## src/rtl/stream_mux_pkg.sv

```systemverilog
`default_nettype none
// +--------------------------------------------------------------------+
// | stream_mux_pkg : shared constants and types for stream_mux_rr      |
// | Rev 1.0                                                            |
// +--------------------------------------------------------------------+
package stream_mux_pkg;

    localparam int MODE_FIXED = 0;
    localparam int MODE_RR    = 1;

    typedef enum logic [0:0] {
        ST_IDLE   = 1'b0,
        ST_LOCKED = 1'b1
    } state_t;

    function automatic int calc_selw(input int nch);
        return (nch > 1) ? $clog2(nch) : 1;
    endfunction

endpackage : stream_mux_pkg
`default_nettype wire

```

## src/rtl/rr_arbiter.sv

```systemverilog
`default_nettype none
// +--------------------------------------------------------------------+
// | rr_arbiter : combinational fixed-priority / round-robin arbiter    |
// | Rev 1.0                                                            |
// +--------------------------------------------------------------------+
module rr_arbiter
    import stream_mux_pkg::*;
#(
    parameter int NCH  = 4,
    parameter int MODE = MODE_RR,
    parameter int SELW = calc_selw(NCH)
) (
    input  logic [NCH-1:0]  req,
    input  logic [SELW-1:0] ptr,
    output logic [NCH-1:0]  grant,
    output logic [SELW-1:0] idx
);

    logic [2*NCH-1:0] w_dbl;
    logic [NCH-1:0]   w_rot;
    logic [SELW-1:0]  w_ptr;
    logic [SELW-1:0]  w_off;
    logic [SELW:0]    w_sum;
    logic             w_found;

    // Rotate requests so the search always starts at bit 0, then map the
    // winning offset back to an absolute channel index.
    always_comb begin
        w_ptr   = (MODE == MODE_RR && NCH > 1) ? ptr : '0;
        w_dbl   = {req, req} >> w_ptr;
        w_rot   = w_dbl[NCH-1:0];
        w_found = 1'b0;
        w_off   = '0;
        for (int k = NCH - 1; k >= 0; k--) begin
            if (w_rot[k]) begin
                w_found = 1'b1;
                w_off   = SELW'(k);
            end
        end
        w_sum = {1'b0, w_ptr} + {1'b0, w_off};
        if (w_sum >= (SELW+1)'(NCH)) begin
            w_sum = w_sum - (SELW+1)'(NCH);
        end
        idx   = w_sum[SELW-1:0];
        grant = '0;
        if (w_found) begin
            grant[idx] = 1'b1;
        end
    end

endmodule : rr_arbiter
`default_nettype wire

```

## src/rtl/stream_mux_rr.sv

```systemverilog
`default_nettype none
// +--------------------------------------------------------------------+
// | stream_mux_rr : N-channel arbitrated stream mux, registered output |
// | Rev 1.0                                                            |
// +--------------------------------------------------------------------+
module stream_mux_rr
    import stream_mux_pkg::*;
#(
    parameter int WIDTH = 8,
    parameter int NCH   = 4,
    parameter int MODE  = MODE_RR,
    parameter int LOCK  = 1,
    localparam int SELW = calc_selw(NCH)
) (
    input  logic                 clk,
    input  logic                 rst_n,
    input  logic [NCH-1:0]       in_valid,
    input  logic [NCH*WIDTH-1:0] in_data,
    input  logic [NCH-1:0]       in_last,
    output logic [NCH-1:0]       in_ready,
    output logic                 out_valid,
    output logic [WIDTH-1:0]     out_data,
    output logic                 out_last,
    output logic [SELW-1:0]      out_sel,
    input  logic                 out_ready
);

    state_t           r_state;
    state_t           w_state_nxt;
    logic [SELW-1:0]  r_lock_ch;
    logic [SELW-1:0]  r_ptr;
    logic             r_out_valid;
    logic [WIDTH-1:0] r_out_data;
    logic             r_out_last;
    logic [SELW-1:0]  r_out_sel;

    logic [NCH-1:0]   w_arb_grant;
    logic [SELW-1:0]  w_arb_idx;
    logic [NCH-1:0]   w_grant;
    logic [SELW-1:0]  w_idx;
    logic [SELW:0]    w_idx_inc;
    logic [SELW-1:0]  w_idx_next;
    logic             w_can_load;
    logic             w_xfer;
    logic             w_sel_last;
    logic [WIDTH-1:0] w_sel_data;

    rr_arbiter #(
        .NCH  (NCH),
        .MODE (MODE),
        .SELW (SELW)
    ) u_arb (
        .req   (in_valid),
        .ptr   (r_ptr),
        .grant (w_arb_grant),
        .idx   (w_arb_idx)
    );

    // While locked, the owning channel keeps the grant even with valid low,
    // so a gap in its packet shows up as a bubble rather than a hand-over.
    always_comb begin
        w_grant = w_arb_grant;
        w_idx   = w_arb_idx;
        if (LOCK != 0 && r_state == ST_LOCKED) begin
            w_grant            = '0;
            w_grant[r_lock_ch] = 1'b1;
            w_idx              = r_lock_ch;
        end
    end

    assign w_can_load = ~r_out_valid | out_ready;
    assign in_ready   = rst_n ? (w_grant & {NCH{w_can_load}}) : '0;
    assign w_xfer     = |(in_valid & in_ready);
    assign w_sel_last = in_last[w_idx];
    assign w_sel_data = in_data[int'(w_idx)*WIDTH +: WIDTH];

    always_comb begin
        w_idx_inc  = {1'b0, w_idx} + 1'b1;
        w_idx_next = w_idx_inc[SELW-1:0];
        if (w_idx_inc >= (SELW+1)'(NCH)) begin
            w_idx_next = '0;
        end
    end

    always_comb begin
        w_state_nxt = r_state;
        if (LOCK != 0) begin
            case (r_state)
                ST_IDLE:   if (w_xfer && !w_sel_last) w_state_nxt = ST_LOCKED;
                ST_LOCKED: if (w_xfer &&  w_sel_last) w_state_nxt = ST_IDLE;
                default:   w_state_nxt = ST_IDLE;
            endcase
        end
    end

    always_ff @(posedge clk or negedge rst_n) begin
        if (!rst_n) begin
            r_state   <= ST_IDLE;
            r_lock_ch <= '0;
        end else begin
            r_state <= w_state_nxt;
            if (r_state == ST_IDLE && w_state_nxt == ST_LOCKED) begin
                r_lock_ch <= w_idx;
            end
        end
    end

    always_ff @(posedge clk or negedge rst_n) begin
        if (!rst_n) begin
            r_ptr <= '0;
        end else if (MODE == MODE_RR && w_xfer && (w_sel_last || LOCK == 0)) begin
            r_ptr <= w_idx_next;
        end
    end

    always_ff @(posedge clk or negedge rst_n) begin
        if (!rst_n) begin
            r_out_valid <= 1'b0;
            r_out_data  <= '0;
            r_out_last  <= 1'b0;
            r_out_sel   <= '0;
        end else if (w_xfer) begin
            r_out_valid <= 1'b1;
            r_out_data  <= w_sel_data;
            r_out_last  <= w_sel_last;
            r_out_sel   <= w_idx;
        end else if (out_ready) begin
            r_out_valid <= 1'b0;
        end
    end

    assign out_valid = r_out_valid;
    assign out_data  = r_out_data;
    assign out_last  = r_out_last;
    assign out_sel   = r_out_sel;

endmodule : stream_mux_rr
`default_nettype wire

```

## config.mk

```make
export PLATFORM = sky130hd
export DESIGN_NAME = stream_mux_rr
export DESIGN_NICKNAME = d
export VERILOG_FILES = /design/src/rtl/stream_mux_pkg.sv /design/src/rtl/rr_arbiter.sv /design/src/rtl/stream_mux_rr.sv
export SDC_FILE = /design/constraint.sdc
export NUM_CORES = 1
export LEC_CHECK = 0
export ABC_AREA = 1
export ABC_CLOCK_PERIOD_IN_PS = 3210
export CAP_MARGIN = 10
export CORE_ASPECT_RATIO = 1.75
export CORE_MARGIN = 1
export CORE_UTILIZATION = 25
export DETAILED_ROUTE_END_ITERATION = 12
export PLACE_DENSITY_LB_ADDON = 0.25
export SLEW_MARGIN = 0
export SYNTH_ARGS = -nofsm -noshare
export SYNTH_HDL_FRONTEND = slang
export SYNTH_HIERARCHICAL = 1
export SYNTH_SLANG_ARGS = --single-unit
```

## constraint.sdc

```tcl
create_clock -name clk -period 3.21 [get_ports clk]
set_input_delay 0.321 -clock clk [delete_from_list [all_inputs] [get_ports clk]]
set_output_delay 0.321 -clock clk [all_outputs]
set_load 0.01 [all_outputs]
```

# Word level (Yosys, flattened, before mapping)
# Cells that the tools add are included.
# op_classes
n_addsub	3
n_lt_le_gt_ge	7
n_shift	2
n_mux	25
n_bitwise	5
reduce_logical	8
# op_table
op	count
indexed part select 32 x 6 -> 8 bit	1
2-to-1 mux 2 bit	7
2-to-1 mux 4 bit	3
2-to-1 mux 1 bit	11
< comparator 2 x 3 -> 1 bit, second input constant	3
AND 4 bit	2
right shift 8 x 2 -> 4 bit	1
greater-or-equal comparator 3 bit, second input constant	2
logical AND 1 bit	5
demux 1 bit (select 2 bit)	2
greater-or-equal comparator 2 x 1 -> 1 bit, second input constant	2
OR reduction 4 bit	1
adder 2 x 1 -> 3 bit, second input constant	1
adder 2 x 2 -> 3 bit	1
binary-select mux 1 bit (select 2 bit)	1
inverter 1 bit	2
case mux 1 bit (2 select lines)	1
nonzero test 2 bit	1
subtractor 2 x 1 -> 2 bit, second input constant	1
logical NOT 1 bit	1
bitwise OR 1 bit	1
# word_totals
reg_bits	17
inputBits	43
out_inout_bits	16
wordCells	57

# Depth between registers and ports, before layout
# Gate-level depths: netlist of run 1.
# logic_depth
ltp_word	22
ltp_mapped	21
depth_no_buf	21

# Cells and area by module
# Netlist of run 1, hierarchy kept.
# modules_own_cells
module	n_inst	cells_each	area_each_um2	seq_area_each_um2
stream_mux_rr	1	163	1178.6	425.4
rr_arbiter	1	43	220.2	0.0

# Worst setup path before layout of run 1
# No wires, ideal clock.
# synth_path
path_type	register to register
startpoint	reg r_ptr[0]
endpoint	reg r_lock_ch[0]
setup_time_ps	65
arrival_time_ps	2231
required_ps	3145
slack_ps	914
path_stages_with_launch	20
n_path_buf	1
synth_period_minus_slack_ps	2296
path_cell_list	dfrtp_1 inv_2 nand2_1 nand3_1 nand2_1 nand3_1 a21boi_0 ha_1 xnor2_1 nand3_2 a21oi_1 nand2_2 nand2_1 nand3_1 nand2_2 inv_2 nand2_4 buf_6 nand4_1 nand2_1
# synth_between
elab_chain_cells	22
elab_cells_between_ends	34
cone_classes	add/sub (2); order compare (3); shift (1); mux (20); bitwise (2); reduce/logical (6)
# synth_rtl
item	line	text
start, declared	stream_mux_rr.sv:31	logic [SELW-1:0] r_ptr;
start signal, assigned	stream_mux_rr.sv:112	r_ptr <= w_idx_next;
right shift 8 x 2 -> 4 bit	rr_arbiter.sv:30	w_dbl = {req, req} >> w_ptr;
2-to-1 mux 2 bit (4 in series)	rr_arbiter.sv:35	if (w_rot[k]) begin
adder 2 x 2 -> 3 bit	rr_arbiter.sv:40	w_sum = {1'b0, w_ptr} + {1'b0, w_off};
greater-or-equal comparator 3 bit or subtractor 2 x 1 -> 2 bit (tied branches)	rr_arbiter.sv:41, rr_arbiter.sv:42	
2-to-1 mux 2 bit	rr_arbiter.sv:41	if (w_sum >= (SELW+1)'(NCH)) begin
< comparator 2 x 3 -> 1 bit (implied by the code) or greater-or-equal comparator 2 x 1 -> 1 bit (tied branches)	rr_arbiter.sv:47	grant[idx] = 1'b1;
logical AND 1 bit (implied by the code)	rr_arbiter.sv:47	
2-to-1 mux 1 bit (implied by the code)	rr_arbiter.sv:47	
[... 2 more ...]	--	
named net w_arb_grant[3]	stream_mux_rr.sv:37	logic [NCH-1:0] w_arb_grant;
[... 1 more ...]	--	
AND 4 bit (*)	stream_mux_rr.sv:72	assign in_ready = rst_n ? (w_grant & {NCH{w_can_load}}) : '0;
2-to-1 mux 4 bit (*)	stream_mux_rr.sv:72	
AND 4 bit (*)	stream_mux_rr.sv:73	assign w_xfer = |(in_valid & in_ready);
OR reduction 4 bit (*)	stream_mux_rr.sv:73	
logical AND 1 bit, on equally long branches	stream_mux_rr.sv:90, stream_mux_rr.sv:89	
2-to-1 mux 1 bit, on equally long branches	stream_mux_rr.sv:90, stream_mux_rr.sv:89	
case mux 1 bit (2 select lines) (*)	stream_mux_rr.sv:88	case (r_state)
logical AND 1 bit (*)	stream_mux_rr.sv:102	if (r_state == ST_IDLE && w_state_nxt == ST_LOCKED) begin
end signal, assigned	stream_mux_rr.sv:103	r_lock_ch <= w_idx;
end, declared	stream_mux_rr.sv:30	logic [SELW-1:0] r_lock_ch;
# Mark *: on every way through the listed nets, which the timed path passes. The rest lies on a longest branch. The select of a mux whose other input is x is not followed.
# A chain may end at the register's enable or synchronous reset.

# Worst setup path in the final report of run 1
# layout_path
startpoint	in in_valid[1]
endpoint	out in_ready[3]
# layout_between
elab_chain_cells	16
elab_cells_between_ends	22
cone_classes	add/sub (2); order compare (3); shift (1); mux (14); bitwise (1); reduce/logical (1)
# layout_rtl
item	line	text
start, declared	stream_mux_rr.sv:17	input logic [NCH-1:0] in_valid,
right shift 8 x 2 -> 4 bit (*)	rr_arbiter.sv:30	
2-to-1 mux 2 bit (4 in series)	rr_arbiter.sv:35	
adder 2 x 2 -> 3 bit	rr_arbiter.sv:40	
greater-or-equal comparator 3 bit or subtractor 2 x 1 -> 2 bit (tied branches)	rr_arbiter.sv:41, rr_arbiter.sv:42	
2-to-1 mux 2 bit	rr_arbiter.sv:41	
< comparator 2 x 3 -> 1 bit (implied by the code) or greater-or-equal comparator 2 x 1 -> 1 bit (tied branches)	rr_arbiter.sv:47	
logical AND 1 bit (implied by the code)	rr_arbiter.sv:47	
2-to-1 mux 1 bit (implied by the code)	rr_arbiter.sv:47	
demux 1 bit (select 2 bit)	--	
2-to-1 mux 4 bit (*)	rr_arbiter.sv:46	if (w_found) begin
named net w_arb_grant[3]	stream_mux_rr.sv:37	
2-to-1 mux 4 bit (*)	stream_mux_rr.sv:64	if (LOCK != 0 && r_state == ST_LOCKED) begin
AND 4 bit (*)	stream_mux_rr.sv:72	
2-to-1 mux 4 bit (*)	stream_mux_rr.sv:72	
end, declared	stream_mux_rr.sv:20	output logic [NCH-1:0] in_ready,
# Mark *: on every way through the listed nets, which the timed path passes. The rest lies on a longest branch.

==> results of run 1 <==
-- cells by family (layout without fill, tap and decap cells) --
logic type                 after synthesis  after routing
AOI/OAI and AO/OA                       39             39
xor gates and xnor gates                 2              2
adders and majority gates                1              1
buffers and inverters                   26             84
DFF                                     17             17
and+or+nand+nor                        121            121
-- layer usage --
| layer | share of wire | track usage | vias up |
|---|---|---|---|
| met5 | 0 | 0 | - |
| met4 | 0.015 | 0.0531 | 0 |
| met3 | 0.039 | 0.0193 | 4 |
| met2 | 0.57 | 0.280 | 36 |
| met1 | 0.37 | 0.154 | 678 |
| li1 | - | - | 785 |
-- cell usage after synthesis --
cell type  number
a21oi_2         1
nand2_4         5
o22ai_1         4
o21a_1          1
ha_1            1
inv_8           1
xnor2_1         1
nor2_1         15
dfrtp_1        17
a21boi_0        1
o21ai_1         6
o211ai_1        4
or2_0           4
nand3b_1        1
a21oi_1         6
nand2_2         7
buf_4           3
nor2_4          1
o21ai_4         1
nand2_1        65
nand3_1        19
clkinv_2        1
inv_1          10
buf_6           3
nand3_2         2
xor2_1          1
buf_2           1
o21ai_0        15
inv_2           7
nand4_1         2
-- layout make-up --
| class | count | share of cell area |
|---|---|---|
| clock inverters | 1 | 0.00239 |
| well taps | 74 | 0.0443 |
| flip-flops and latches | 17 | 0.204 |
| multi-input cells | 163 | 0.399 |
| repair buffers | 61 | 0.292 |
| inverters | 19 | 0.0383 |
| clock buffers | 3 | 0.0197 |
-- layout by cell type (no fill, tap or decap) --
cell,synthesis,layout
inv_8,1,1
o21a_1,1,1
clkinv_2,1,2
o211ai_1,4,4
o21ai_0,15,15
nand3_2,2,2
o21ai_4,1,1
or2_0,4,4
dfrtp_2,0,1
o21ai_1,6,6
nor2_1,15,15
dlymetal6s2s_1,0,3
nor2_4,1,1
inv_2,7,7
clkbuf_8,0,3
xnor2_1,1,1
a21oi_2,1,1
nand4_1,2,2
nand2_4,5,5
xor2_1,1,1
a21boi_1,0,1
nand3b_1,1,1
ha_2,0,1
nand3_1,19,19
dfrtp_1,17,16
nand2_2,7,7
nand2_1,65,65
o22ai_1,4,4
a21oi_1,6,6
clkdlybuf4s50_1,0,55
buf_4,3,3
inv_1,10,10
-- metrics by stage --
| stage | instance area [um^2] | util |
|---|---|---|
| global route | 2090 | 0.391 |
| CTS | 2080 | 0.389 |
| detailed placement | 2030 | 0.381 |
| floorplan | 1400 | - |
| finish | 2090 | 0.391 |
| global placement | 2030 | 0.381 |
-- sequential cells by signal, summed over array words and instances, names as in the netlist --
signal / count
out_data: 8
out_last: 1
r_ptr: 2
out_valid: 1
r_state: 1
out_sel: 2
r_lock_ch: 2
-- power by group through the flow --
stage | Clock [W] | Sequential [W] | Combinational (W)
finish | 0.000160 | 0.000424 | 0.00150
global route | 0.000170 | 0.000438 | 0.00173
CTS | 0.000167 | 0.000424 | 0.00153
detailed placement | 0 | 0.000425 | 0.00152
global placement | 0 | 0.000423 | 0.00152
floorplan | 0 | 0.000420 | 0.00111
-- repair_timing --
item | in CTS | in global routing
hold buffers | 0 | 0
endpoints found under the setup margin | 0 | 4
resized for setup | 0 | 6
-- worst max path at each step --
stage	from	end	cells past startpoint
floorplan	r_ptr[0]	r_lock_ch[0]	19
global placement	in_valid[3]	in_ready[1]	15
detailed placement	in_valid[1]	in_ready[0]	15
CTS	r_ptr[0]	in_ready[0]	15
global route	in_valid[2]	in_ready[3]	13
finish	in_valid[1]	in_ready[3]	13
-- worst max-delay path: stages --
cell             delay (ns)
clkdlybuf4s50_1        0.44
nand2_1                0.10
nand3_1                0.08
nand2_1                0.11
nand3_1                0.07
a21boi_1               0.14
ha_2                   0.19
xnor2_1                0.15
nand3_2                0.15
a21oi_1                0.19
nand2_2                0.07
a21oi_1                0.12
clkdlybuf4s50_1        0.54
==> impl_metrics.py, run 1 <==
metrics = {
    "layout": {
        "nFillCells": 598,
        "multi_input_area_um2": 835,
        "register_area_um2": 427,
        "drive_above_1_share": 0.133,
        "instances_no_fill": 338,
        "antenna_cells": 0,
        "syn2layout_area_growth_pct": 49.5,
        "num-nets-final": 309,
    },
    "clocking": {
        "cts_setup_buffers": 0,
        "cts.sinks": 17,
        "cts_made_buffers": 3,
        "h-tree-depth": 1,
        "clk_pin_slew_worst_paths_ns": 0.07,
        "tritoncts": "yes",
        "root_buffer": "clkbuf_8",
        "insertion_delay_ns": 0.25,
        "clockBufferDepth": 2,
    },
    "worst_setup_path": {
        "rrSetupSlack_ns": 0.57,
        "critPathCaptureType": "output port",
        "startpoint_type": "input pin",
        "reg2reg_from": "r_ptr[1]",
        "r2r-end": "r_ptr[0]",
        "required_ns": 2.89,
        "crit_path_max_fanout": 3,
        "arrival_ns": 2.68,
        "reg2reg_depth": 16,
        "critical_path_class": "in -> out",
    },
    "synth": {
        "synthTopCellsByArea": "dfrtp_1 30%, nand2_1 17%, nand3_1 6.8%",
        "ys_seq_area_frac": 0.304,
        "synthXorXnorAreaFrac": 0.0125,
        "synth_compound_area_frac": 0.165,
        "synth-adder-area-share": 0.00894,
        "syn_area_mm2": 0.00140,
        "synth_top_area_share": 0.304,
        "synth.area.mux_share": 0,
        "synth_top_family_by_area": "simple AND/OR/NAND/NOR gates",
        "synth_top_cell_by_area": "dfrtp_1",
        "synth_fp_nets": 250,
        "synthCells": 206,
        "yosysWarnings": 6,
        "synth_cell_type_count": 30,
        "ys_ff_latch": 17,
        "synthSimpleGateAreaFrac": 0.409,
        "avgSynthCellArea_um2": 6.79,
    },
    "global_route": {
        "grt_max_degree": 23,
        "grt_usage": 0.145,
        "grt_pass1_wl_mm": 6.58,
        "first_global_vias": 1498,
        "overflow": 0,
        "antenna_found_initial": 0,
    },
    "drt": {
        "drtAntennaViolNets": 0,
        "wl_mm": 3.90,
        "drtIter0Drc": 64,
        "wl_per_cell_um": 11.5,
        "drt_first_pass_iters": 4,
        "vias": 1503,
        "drc_errors": 0,
        "vias_per_cell": 4.45,
    },
    "power": {
        "max-vdd-ir-drop_uv": 334,
        "clkPwrFrac": 0.077,
        "p_comb_frac": 0.720,
        "swShare": 0.514,
        "p_leak_nw": 0.997,
        "totalPowerFinal_w": 0.00209,
        "power_switching_w": 0.00107,
        "internal-power_w": 0.00101,
        "p_seq_frac": 0.203,
        "powerDensity_mw_per_mm2": 999,
    },
    "sta": {
        "fin_ws_ns": 0.210,
        "whs_ns": 0.433,
        "fin_skew_ns": 0.00518,
        "layout_worst_path_cycle_share": 0.935,
        "drv_slew": 0,
        "fmax_mhz": 333,
        "tns_ns": 0,
        "hold_viol": 0,
        "rsz0062_at_grt": "no",
        "slew_headroom": 0.664,
        "setup_viol": 0,
        "worst_slew_pin_slew_ns": 0.499,
        "finalCriticalPeriod_ns": 3.00,
    },
    "run_status": {
        "status": "completed",
    },
    "floorplan": {
        "die_h_um": 101,
        "die_w_um": 58.5,
        "ios": 59,
        "fp-row-count": 35,
        "die_area_mm2": 0.00591,
        "start_util": 0.262,
        "core_mm2": 0.00534,
    },
    "placed_design": {
        "dp_hpwl_mm": 3.04,
        "io_buffers": 58,
        "post-place-ws_ns": 0.129,
        "globalplace.congestion": 0.795,
        "placed_cells": 334,
    },
    "job": {
        "cap_violations": 0,
    },
    "hold_path": {
        "hp-class": "in -> async",
    },
}
No activity file was read; power rests on OpenSTA's default activity.
==> run 2: changes to the inputs <==
- ABC_CLOCK_PERIOD_IN_PS: 3210 -> 3600
- SLEW_MARGIN: 0 -> 20
- TNS_END_PERCENT: not set -> 1
- clock period: 3.21 -> 3.6 ns (I/O delays scaled with it)
==> run 2 against run 1 <==
Critical path depth is 2 higher. Setup slack improved by 0.22 ns. Clock power shrank 10%. Wire length shrank 0.21%. Worst hold slack improved by 0.0066 ns. Sequential share of layout area up 0.14 points. Non-clock buffer count shrank 1. First-iteration DRC count rose by 6.3%. Die area unchanged. Power decreased by 12%. Largest cell class unchanged. Largest power group unchanged.
==> impl_metrics.py, run 2 (synthesized netlist as in run 1, its figures left out) <==
metrics = {
    "drt": {
        "drt_first_pass_iters": 4,
        "drtIter0Drc": 68,
        "vias": 1520,
        "vias_per_cell": 4.51,
        "wl_per_cell_um": 11.5,
        "drc_errors": 0,
        "wl_mm": 3.89,
        "drtAntennaViolNets": 0,
    },
    "floorplan": {
        "die_w_um": 58.5,
        "die_area_mm2": 0.00591,
        "core_mm2": 0.00534,
        "fp-row-count": 35,
        "ios": 59,
        "die_h_um": 101,
        "start_util": 0.262,
    },
    "worst_setup_path": {
        "path_buf_inv": 3,
        "reg2reg_depth": 21,
        "crit_path_max_fanout": 5,
        "startpoint_type": "input pin",
        "cp_slowest_stage_delay_ns": 0.55,
        "path_cells": "clkdlybuf4s50_1, nand2_1, nand3_1, nand2_1, nand3_1, a21boi_0, ha_1, xnor2_1, inv_1, nand2_4, nand2_4, nor2_1, nand2_1, a21oi_1, clkdlybuf4s50_1",
        "arrival_ns": 2.81,
        "rrSetupSlack_ns": 0.86,
        "reg2reg_from": "r_ptr[0]",
        "critical_path_class": "in -> out",
        "required_ns": 3.24,
        "path_depth": 15,
        "critPathCaptureType": "output port",
        "cp_top_family": "buffers and inverters",
        "path_common_cell": "nand2_1",
        "slowest_stage": "clkdlybuf4s50_1",
        "r2r-end": "r_ptr[0]",
    },
    "global_route": {
        "grt_max_degree": 23,
        "met3_usage": 0.0167,
        "busiest_layer": "met2",
        "grt_pass1_wl_mm": 6.71,
        "first_global_vias": 1517,
        "antenna_found_initial": 0,
        "met2_usage": 0.273,
        "grt_usage": 0.146,
        "overflow": 0,
        "met1_usage": 0.162,
    },
    "sta": {
        "setup_viol": 0,
        "fin_skew_ns": 0.00517,
        "hold_viol": 0,
        "tns_ns": 0,
        "finalCriticalPeriod_ns": 3.17,
        "drv_slew": 0,
        "whs_ns": 0.440,
        "slew_headroom": 0.698,
        "layout_worst_path_cycle_share": 0.880,
        "rsz0062_at_grt": "no",
        "worst_slew_pin_slew_ns": 0.453,
        "fmax_mhz": 316,
        "fin_ws_ns": 0.431,
    },
    "clocking": {
        "tritoncts": "yes",
        "cts_made_buffers": 3,
        "root_buffer": "clkbuf_8",
        "insertion_delay_ns": 0.25,
        "cts_setup_buffers": 0,
        "clk_pin_slew_worst_paths_ns": 0.07,
        "cts_resized": 0,
        "clockBufferDepth": 2,
        "ctsHoldBuffers": 0,
        "cts.sinks": 17,
        "h-tree-depth": 1,
    },
    "layout": {
        "final_common_cell": "nand2_1",
        "nFillCells": 617,
        "largest_reg_flops": 8,
        "antenna_cells": 0,
        "final_cell_mix": "65 x nand2_1, 58 x clkdlybuf4s50_1, 19 x nand3_1",
        "syn2layout_area_growth_pct": 48.0,
        "drive_above_1_share": 0.118,
        "final_util": 0.388,
        "num-nets-final": 308,
    },
    "power": {
        "totalPowerFinal_w": 0.00185,
        "p_leak_nw": 0.943,
        "powerDensity_mw_per_mm2": 891,
        "max-vdd-ir-drop_uv": 364,
    },
    "placed_design": {
        "globalplace.congestion": 0.798,
        "io_buffers": 58,
        "dp_hpwl_mm": 2.99,
        "post-place-ws_ns": 0.448,
    },
    "hold_path": {
        "hp-class": "in -> async",
    },
    "job": {
        "cap_violations": 0,
    },
    "run_status": {
        "status": "completed",
    },
}
[run 2: how the worst max path moves through the flow]
| stage | startpoint | slack [ns] | endpoint |
|---|---|---|---|
| floorplan | r_ptr[0] | 1.30 | r_lock_ch[0] |
| global placement | in_valid[3] | 0.47 | in_ready[1] |
| detailed placement | in_valid[1] | 0.45 | in_ready[0] |
| CTS | in_valid[1] | 0.43 | in_ready[0] |
| global route | r_ptr[0] | 0.14 | in_ready[1] |
| finish | in_valid[1] | 0.43 | in_ready[0] |
[run 2: stage by stage]
step,std cells,instance area [um^2]
2_1_floorplan,206,1400
3_3_place_gp,333,2030
3_5_place_dp,333,2030
4_1_cts,337,2070
5_1_grt,337,2070
6_report,337,2070
[run 2: area by class of cell]
class | count | area, um^2 | area share
Inverter | 19 | 80.1 | 0.0387
Tap cell | 74 | 92.6 | 0.0447
Clock buffer | 4 | 45.0 | 0.0218
Multi-Input combinational cell | 163 | 832 | 0.402
Timing Repair Buffer | 60 | 596 | 0.288
Sequential cell | 17 | 425 | 0.205
[run 2: report_power, final]
group          leakage, nW  total (W)  switching [W]  internal [W]
Clock               0.0228   0.000144      0.0000653     0.0000785
Sequential           0.213   0.000375      0.0000941      0.000281
Combinational        0.707    0.00133       0.000793      0.000533
Total                0.943    0.00185       0.000953      0.000892
[run 2: worst reg2reg max path, stage by stage, from the launching register on]
cell and delay [ns]:
dfrtp_1 0.48, inv_2 0.09, nand2_1 0.08, nand3_1 0.07, nand2_1 0.11, nand3_1 0.07, a21boi_0 0.18, ha_1 0.19
xnor2_1 0.15, inv_1 0.11, nand2_4 0.10, nand2_4 0.06, nor2_1 0.09, nand2_1 0.08, nand2_1 0.11, nand3_1 0.09
nand2_2 0.13, inv_2 0.05, nand2_4 0.14, nand2_2 0.12, nand2_1 0.07, o21ai_1 0.06
[run 2: layer usage]
metal | vias to the layer above | part of all wire
met5 | - | 0
met1 | 689 | 0.39
met4 | 0 | 0.015
met3 | 4 | 0.034
met2 | 42 | 0.56
li1 | 785 | -
==> run 3: changes to the inputs <==
- ABC_CLOCK_PERIOD_IN_PS: 3600 -> 3500
- clock period: 3.6 -> 3.5 ns (I/O delays scaled with it)
==> run 3 against run 2 <==
Die area unchanged. First-iteration DRC count fell by 40%. Design area up 0.36%. Via count decreased by 0.92%. Cell count is 0.30% higher. Largest power group unchanged. Clock power barely moved. Combinational power up 4%. Clock-buffer cell count did not move.
==> impl_metrics.py, run 3 (synthesized netlist as in run 1, its figures left out) <==
metrics = {
    "power": {
        "max-vdd-ir-drop_uv": 298,
        "p_leak_nw": 0.948,
        "powerDensity_mw_per_mm2": 921,
    },
    "layout": {
        "final_cell_mix": "65 x nand2_1, 58 x clkdlybuf4s50_1, 19 x nand3_1",
        "final_common_cell": "nand2_1",
        "num-nets-final": 309,
        "syn2layout_area_growth_pct": 48.6,
        "nFillCells": 611,
        "drive_above_1_share": 0.121,
        "largest_reg_flops": 8,
        "antenna_cells": 0,
    },
    "clocking": {
        "ctsHoldBuffers": 0,
        "clockBufferDepth": 2,
        "cts.sinks": 17,
        "cts_made_buffers": 3,
        "insertion_delay_ns": 0.24,
        "tritoncts": "yes",
        "h-tree-depth": 1,
        "clk_pin_slew_worst_paths_ns": 0.07,
        "cts_resized": 0,
        "root_buffer": "clkbuf_8",
        "cts_setup_buffers": 0,
    },
    "worst_setup_path": {
        "startpoint_type": "input pin",
        "critPathCaptureType": "output port",
        "crit_path_max_fanout": 5,
        "arrival_ns": 2.80,
        "required_ns": 3.15,
        "critical_path_class": "in -> out",
    },
    "sta": {
        "hold_viol": 0,
        "layout_worst_path_cycle_share": 0.901,
        "slew_headroom": 0.678,
        "tns_ns": 0,
        "fin_ws_ns": 0.345,
        "rsz0062_at_grt": "no",
        "worst_slew_pin_slew_ns": 0.478,
        "finalCriticalPeriod_ns": 3.15,
        "drv_slew": 0,
        "fin_skew_ns": 0.00200,
        "setup_viol": 0,
        "fmax_mhz": 317,
    },
    "global_route": {
        "grt_usage": 0.146,
        "overflow": 0,
        "first_global_vias": 1565,
        "grt_max_degree": 23,
        "grt_pass1_wl_mm": 6.71,
        "antenna_found_initial": 0,
    },
    "floorplan": {
        "die_w_um": 58.5,
        "die_h_um": 101,
        "start_util": 0.262,
        "core_mm2": 0.00534,
        "fp-row-count": 35,
        "die_area_mm2": 0.00591,
        "ios": 59,
    },
    "drt": {
        "drtIter0Drc": 41,
        "vias": 1506,
        "drt_first_pass_iters": 4,
        "wl_per_cell_um": 11.4,
        "drtAntennaViolNets": 0,
        "wl_mm": 3.85,
        "drc_errors": 0,
        "vias_per_cell": 4.46,
    },
    "hold_path": {
        "hp-class": "in -> async",
    },
    "job": {
        "cap_violations": 0,
    },
    "placed_design": {
        "io_buffers": 58,
        "dp_hpwl_mm": 3.07,
        "globalplace.congestion": 0.790,
        "post-place-ws_ns": 0.357,
    },
    "run_status": {
        "status": "completed",
    },
}
[run 3: cell types whose count changed in the layout (fill, tap and decap cells not counted), sizes merged]
cell / change
buf: +1
[run 3: layout make-up]
type | instances | area, um^2 | area share
Tap cell | 74 | 92.6 | 0.0446
Multi-Input combinational cell | 163 | 832 | 0.400
Sequential cell | 17 | 425 | 0.205
Timing Repair Buffer | 61 | 603 | 0.290
Clock buffer | 4 | 45.0 | 0.0217
Inverter | 19 | 80.1 | 0.0385
[run 3: path summary, 6_finish.rpt]
| check | from | end | slack [ns] | cells past startpoint |
|---|---|---|---|---|
| setup reg to reg | r_ptr[0] | r_ptr[0] | 0.76 | 19 |
| hold reg to reg | out_data[4] | out_data[4] | 0.48 | 2 |
| hold / removal | rst_n | out_valid | 0.42 | 2 |
| min in group clk | out_data[4] | out_data[4] | 0.48 | 2 |
| max in group asynchronous | rst_n | out_data[0] | 2.88 | 2 |
| setup / recovery | in_valid[1] | in_ready[0] | 0.35 | 15 |
[run 3: power by group]
group	internal, W	leakage (nW)	total (W)	switching (W)
Clock	0.0000806	0.0228	0.000144	0.0000635
Combinational	0.000560	0.712	0.00138	0.000825
Sequential	0.000289	0.213	0.000386	0.0000971
[run 3: worst max-delay path, cell delays in order]
cell	delay (ns)
clkdlybuf4s50_1	0.50
nand2_1	0.08
nand3_1	0.09
nand2_1	0.08
nand3_1	0.07
a21boi_0	0.09
ha_1	0.20
xnor2_1	0.22
inv_1	0.11
nand2_4	0.10
nand2_4	0.06
nor2_1	0.09
nand2_1	0.07
a21oi_1	0.14
clkdlybuf4s50_1	0.55
[run 3: per-layer routing]
metal	track usage	wire length (um)	vias to the layer above
li1	-	-	783
met1	0.157	1470	677
met2	0.276	2140	40
met3	0.0167	148	6
met4	0.0623	87	0
met5	0	0	-
[run 3: metrics by stage]
stage / instances / total power (W) / util / instance area [um^2] / hold slack, ns
after floorplan: 206 / 0.00141 / - / 1400 / 0.0544
after global placement: 334 / 0.00178 / 0.381 / 2030 / 0.460
after detailed placement: 334 / 0.00179 / 0.381 / 2030 / 0.465
after CTS: 338 / 0.00194 / 0.389 / 2080 / 0.433
after global routing: 338 / 0.00215 / 0.389 / 2080 / 0.453
final: 338 / 0.00191 / 0.389 / 2080 / 0.424
